==> src/rtl/db_pkg.sv <==
// Shared types and defaults for the switch debouncer.
package db_pkg;

  // Default counter width: 2^21-1 clocks at 50 MHz is about 41.9 ms.
  localparam int unsigned DB_N_DEFAULT = 21;

  typedef enum logic [1:0] {
    ZERO  = 2'd0,
    WAIT1 = 2'd1,
    ONE   = 2'd2,
    WAIT0 = 2'd3
  } db_state_e;

endpackage

==> src/rtl/db_if.sv <==
// Debouncer signal bundle: raw switch in, clean level and rising-edge tick out.
interface db_if;
  logic sw;
  logic db_level;
  logic db_tick;

  modport master (output sw, input db_level, input db_tick);
  modport slave  (input sw, output db_level, output db_tick);
endinterface

==> src/rtl/db_sync2.sv <==
// Two-flop synchronizer for an asynchronous single-bit input, reset to 0.
module db_sync2 (
  input  logic clk,
  input  logic reset,
  input  logic d,
  output logic q
);

  logic meta_q;
  logic sync_q;

  // Shift the raw input through two flops to settle metastability.
  always_ff @(posedge clk or negedge reset) begin
    if (!reset) begin
      meta_q <= 1'b0;
      sync_q <= 1'b0;
    end else begin
      meta_q <= d;
      sync_q <= meta_q;
    end
  end

  assign q = sync_q;

endmodule

==> src/rtl/db_debounce.sv <==
// Switch/push-button debouncer: four-state FSM plus an N-bit down-counter.
// Define DB_SYNC_EN to pass sw through a 2-FF synchronizer first (+2 cycles latency).
module db_debounce
  import db_pkg::*;
#(
  parameter int unsigned N = DB_N_DEFAULT
) (
  input logic clk,
  input logic reset,
  db_if.slave bus
);

  db_state_e    state_q, state_d;
  logic [N-1:0] q_q, q_d;
  logic [N-1:0] q_dec;
  logic         sw_s;
  logic         tick;

`ifdef DB_SYNC_EN
  db_sync2 u_sync (
    .clk   (clk),
    .reset (reset),
    .d     (bus.sw),
    .q     (sw_s)
  );
`else
  // Caller guarantees sw is already synchronous to clk.
  assign sw_s = bus.sw;
`endif

  assign q_dec = q_q - N'(1);

  // Next-state, counter and Mealy tick decode.
  always_comb begin
    state_d = state_q;
    q_d     = q_q;
    tick    = 1'b0;
    unique case (state_q)
      ZERO: begin
        if (sw_s) begin
          state_d = WAIT1;
          q_d     = '1;
        end
      end
      WAIT1: begin
        if (!sw_s) begin
          state_d = ZERO;
        end else begin
          q_d = q_dec;
          // Exit at q-1==0 so the counter never wraps.
          if (q_dec == '0) begin
            state_d = ONE;
            tick    = 1'b1;
          end
        end
      end
      ONE: begin
        if (!sw_s) begin
          state_d = WAIT0;
          q_d     = '1;
        end
      end
      WAIT0: begin
        if (sw_s) begin
          state_d = ONE;
        end else begin
          q_d = q_dec;
          if (q_dec == '0) begin
            state_d = ZERO;
          end
        end
      end
      default: state_d = ZERO;
    endcase
  end

  // State and counter registers.
  always_ff @(posedge clk or negedge reset) begin
    if (!reset) begin
      state_q <= ZERO;
      q_q     <= '0;
    end else begin
      state_q <= state_d;
      q_q     <= q_d;
    end
  end

  // Level is a pure state decode, so it cannot glitch on counter activity.
  assign bus.db_level = (state_q == ONE) || (state_q == WAIT0);
  assign bus.db_tick  = tick;

endmodule

==> src/flat_wrapper.sv <==
// flat-port wrapper written by rule: the top's interface ports become plain ports
module db_debounce_flat import db_pkg::*;
#(
  parameter int unsigned N = DB_N_DEFAULT
)
  (clk, reset, bus_sw, bus_db_level, bus_db_tick);
  db_if bus_i ();
  input logic clk;
  input logic reset;
  input wire logic [$bits(bus_i.sw)-1:0] bus_sw;
  output wire logic [$bits(bus_i.db_level)-1:0] bus_db_level;
  output wire logic [$bits(bus_i.db_tick)-1:0] bus_db_tick;
  assign bus_i.sw = bus_sw;
  assign bus_db_level = bus_i.db_level;
  assign bus_db_tick = bus_i.db_tick;
  db_debounce #(.N(N)) u_core (.clk(clk), .reset(reset), .bus(bus_i));
endmodule
==> config.mk <==
export PLATFORM = sky130hd
export DESIGN_NAME = db_debounce_flat
export DESIGN_NICKNAME = d
export VERILOG_FILES = /design/src/rtl/db_pkg.sv /design/src/rtl/db_if.sv /design/src/rtl/db_sync2.sv /design/src/rtl/db_debounce.sv /design/src/flat_wrapper.sv
export SDC_FILE = /design/constraint.sdc
export NUM_CORES = 1
export LEC_CHECK = 0
export ABC_AREA = 1
export CORE_ASPECT_RATIO = 1.5
export CORE_MARGIN = 4
export CORE_UTILIZATION = 55
export DETAILED_ROUTE_END_ITERATION = 6
export PLACE_DENSITY_LB_ADDON = 0.08
export SYNTH_ARGS = -nofsm -noshare
export SYNTH_HDL_FRONTEND = slang
export SYNTH_HIERARCHICAL = 1
export SYNTH_SLANG_ARGS = --single-unit
==> constraint.sdc <==
create_clock -name clk -period 1.87 [get_ports clk]
set_input_delay 0.2805 -clock clk [delete_from_list [all_inputs] [get_ports clk]]
set_output_delay 0.2805 -clock clk [all_outputs]
set_load 0.01 [all_outputs]
Word level (Yosys, flattened, before mapping)
Cells that the tools add are included.
- register bits: 23
- logic and storage cells: 32
- output and inout bits: 2
- $add $sub $neg: 1
- reductions and logical operators: 5
- muxes and demuxes: 15
- equality and inequality tests: 9
- operator list (cell ; count):
    21-bit 2-to-1 mux ; 4
    21-bit one-hot mux with 4 select lines ; 1
    21-bit logical NOT ; 1
    21-bit by 1-bit subtractor with 21-bit output (second input constant) ; 1
    2-bit 2-to-1 mux ; 6
    2-bit inequality test (second input constant) ; 4
    2-bit one-hot mux with 4 select lines ; 1
    4-bit AND reduction ; 2
    3-bit by 2-bit inequality test with 1-bit output (second input constant) ; 2
    2-bit equality test (second input constant) ; 2
    1-bit 2-to-1 mux ; 3
    2-bit by 1-bit equality test with 1-bit output (second input constant) ; 1
    2-bit logical NOT ; 1
    1-bit logical OR ; 1

Logic depth before layout (Yosys ltp)
- word-level depth: 5
- depth in mapped cells: 13

Worst setup path before layout
OpenSTA, ideal clock, no wires.
- path kind: reg2out
- start point: reg u_core.q_q[0]
- end point: out bus_db_tick
- cell stages (with the launch flop): 13
- data required time: 1590 ps
- path slack: -105 ps
- data arrival time: 1695 ps
- path buffers: 0
- cell sequence: dfrtp_1 > inv_1 > ha_1 > nand2_2 > nor2_4 > nand2_1 > nand2_1 > nand2_1 > nor2_1 > nand2_1 > nor2_2 > nand4_1 > nor2_1
- cells in the longest elaborated chain, start to end: 5
- ends and longest elaborated chain (what ; RTL line ; RTL):
    start, declared ; db_debounce.sv:14 ; logic [N-1:0] q_q, q_d;
    start signal, assigned ; db_debounce.sv:84 ; q_q <= q_d;
    21-bit by 1-bit subtractor with 21-bit output ; db_debounce.sv:31 ; assign q_dec = q_q - N'(1);
    21-bit logical NOT ; db_debounce.sv:51 ; if (q_dec == '0) begin
    1-bit 2-to-1 mux ; db_debounce.sv:51 ;
    1-bit 2-to-1 mux ; db_debounce.sv:46 ; if (!sw_s) begin
    1-bit 2-to-1 mux ; db_debounce.sv:38 ; unique case (state_q)
    end, declared ; flat_wrapper.sv:12 ; output wire logic [$bits(bus_i.db_tick)-1:0] bus_db_tick;
No other way between the ends.

Final worst setup path
Ends and elaborated chain as after synthesis.

==> metrics.txt <==
status complete, but fails checks; failing checks negative setup slack; crit start category flip-flop; Yosys top cell area share 36.3%; antenna cells 0; die area 3820 um2; Switching Fraction between 20% and 30%; FFs w/ async S/R, synth 100%; detailed placement HPWL 3.05 mm; CTS tree built; Core ar. approximately 2700 um2; final setup fails 1; Post-synth EDFFs 0; worst setup margin -0.507 ns; critical path class reg -> out; launching point of the worst reg2reg path u_core/q_q[0]; CTS max path bufs 2; first-pass GRT wire length 7.45 mm; Clock transition at path regs 0.09 ns; Initial Utilization 58.6%; Ys Warns 6; worst vdd ir 0.000558 V; global route total overflow 0; Req. time, crit path 1.59 ns; Synth Flop Type dfrtp_1; drt drc 0; CTS root buffer clkbuf_8; crit path max-delay cell type dfrtp_1; Final GP Congestion approximately 0.87; Flop pwr share between 50% and 60%; leading area contributor after synthesis dfrtp_1; Rel. slew slack a little under three quarters; final hold vios 0; Synthesized Nets 242; fin crit period 2.38 ns; antenna violations before repair 0; Net Sw Power 0.000281 W; worst path bufs/invs 3; Syn Inst Count between 200 and 250; wire length on met1 1.67 mm; via count ~1,700; Clk network pwr share 30.8%; Critical Path AT 2.10 ns; hold_buf cts 0; Worst R2R Setup Slack 0.05 ns; Pwr Density between 400 and 500 nW/um2; Die Span Y 73.8 um; Lkg Pwr 0.985 nW; Seq/Total Area, Yosys a little over a third; Max Used Layer met4; layout cells sized above 1 28.9%; filler cell count 211; count of cell types in the netlist 24; quantity of I/O buffers inserted on ports 4; met2 WL post-DR 2.20 mm; DR iter-0 viols 87; WL met3 between 200 and 250 um; Total Wirelength 4.28 mm; RSZ-0062 raised after global routing true; drt via density 5.29; Slew @ Worst Pin approximately 0.44 ns; CP peak stage delay 0.39 ns; synthesized area approximately 1600 um2; Power, Total 0.00104 W; Nets 297; remaining antenna violation count after routing 0; crit path cell chain inv_2, ha_4, buf_4, nand3_1, nand2_1, nor2_1, nand2_1, nor2_2, nand3_2, nor2_4, nand4_1, nor2_2, buf_2; Layout Utilization 78.6%; power share of the combinational group 18.1%; Hold Path Class in -> async; Sink Count 23; DR pass1 iterations 4; H-Tree Depth 1; CTS buffer count 3; maxcap violations 0; Post-synth top cells nand2_1, inv_1, nor2_1, dfrtp_1, nand3_1; final worst-path cycle share 127%; top-count cell post-synth nand2_1; Clock Skews ~0.0061 ns; Die Wd just over 50 um; vias in the first global route 1,751; r2r worst-path depth 13; Top Ports 5; Seq cells post-synth 23; Peak Freq approximately 420 MHz; Slew Viols, Final 0; largest net degree at the start of global routing 24; clk_lat worst skew 0.27 ns; CP max FO 4; Placement Rows 23; Critical Path End Type primary output; Avg Cell Area, Syn 6.69 um2; average wire per standard cell about 13 um; Area growth syn-to-layout 34.1%; P_int between 0.0007 and 0.0008 W; Total GRT Usage 25.6%; Crit path max-delay family simple AND/OR/NAND/NOR gates; top post-synthesis cells by area dfrtp_1, nand2_1, inv_1, nor2_1, nand3_1
==> through the flow <==
stage | setup TNS, ns | setup WS (ns) | hold slack (ns) | instance area [um2] | instances
after global placement | -0.552 | -0.552 | 0.490 | 2000 | 318
final | -0.507 | -0.507 | 0.365 | 2130 | 328
after detailed placement | -0.610 | -0.610 | 0.491 | 2000 | 318
after floorplan | 0 | 0.0399 | -0.0151 | 1600 | 237
after CTS | -0.452 | -0.452 | 0.379 | 2100 | 327
after global routing | -0.816 | -0.678 | 0.383 | 2130 | 328
==> worst max path at each step <==
stage / cells past startpoint / end / start
floorplan: 12 / bus_db_tick / u_core/q_q[1]
global placement: 12 / bus_db_tick / u_core/q_q[7]
detailed placement: 13 / bus_db_tick / u_core/q_q[1]
CTS: 13 / bus_db_tick / u_core/q_q[0]
global route: 13 / bus_db_tick / u_core/q_q[0]
finish: 13 / bus_db_tick / u_core/q_q[0]
==> worst register-to-register path: stages (launching register included) <==
cell	delay (ns)
dfrtp_1	0.39
inv_2	0.08
ha_4	0.18
buf_4	0.15
nand3_1	0.08
nand2_1	0.08
nor2_1	0.12
nand2_1	0.08
nor2_2	0.12
nand3_2	0.08
nor2_4	0.12
nand3_1	0.11
nand2_1	0.08
nand2_1	0.05
==> cell usage in the layout (no fill, tap or decap) <==
cell,netlist,layout
o21ai_0,6,6
ha_4,0,1
clkinv_2,0,1
nand2_1,62,62
ha_1,2,1
nor2_1,29,25
nand3_2,1,1
clkbuf_8,0,3
a21oi_1,3,3
or2_1,1,1
nand3b_1,2,2
xor2_1,3,3
o21ai_1,1,1
inv_1,45,43
nor3_1,1,1
nand3_1,18,18
dfrtp_2,0,2
nand2_2,4,3
nand2_4,0,1
nand4_1,5,5
clkdlybuf4s50_1,0,3
buf_6,1,1
o22ai_1,11,11
nor2_4,5,8
buf_4,0,50
a22oi_1,1,1
nor2_2,7,8
inv_2,1,3
xnor2_2,0,1
dfrtp_1,23,21
buf_2,0,1
==> state kept, by name, indices dropped and copies added, names as in the netlist, named ones only <==
register / cells
u_core/state_q: 1
u_core/q_q: 21
==> power groups by stage <==
stage,logic (W),clock network [W],registers (W)
floorplan,0.0000781,0,0.000536
global placement,0.000153,0,0.000535
detailed placement,0.000160,0,0.000536
CTS,0.000172,0.000322,0.000529
global route,0.000207,0.000346,0.000532
finish,0.000188,0.000320,0.000531
==> kinds of logic (layout without fill, tap and decap cells) <==
group,count (synthesis),count (layout),synth area share (%)
XOR/XNOR,4,4,2.21
AO/OA/AOI/OAI,22,22,7.97
AND/OR/NAND/NOR,135,135,39.4
adder cells (fa/ha/maj),2,2,1.58
buffers and inverters,51,105,12.5
flip-flops,23,23,36.3
==> layout make-up <==
type | instances | area (um2) | share of cell area (%)
multi-input combinational | 163 | 861 | 40.5
sequential | 23 | 578 | 27.2
timing repair buffer | 55 | 422 | 19.8
inverter | 46 | 173 | 8.12
tap | 37 | 46.3 | 2.18
clock buffer | 3 | 41.3 | 1.94
clock inverter | 1 | 5.00 | 0.235
==> timing repair <==
item / 4_1_cts / 5_1_grt
endpoints found under the hold margin: 0 / 0
pin swaps: 3 / 3
setup endpoints to repair: 1 / 3
gates resized for setup: 14 / 4
buffers inserted: 5 / 1
==> routing by layer <==
metal  global-route usage (%)  vias up
met5                        0        -
met4                     15.2        0
met3                     3.04       23
met2                     43.5       85
met1                     30.1      783
li1                         -      843
Power figures use the tool's default switching activity.
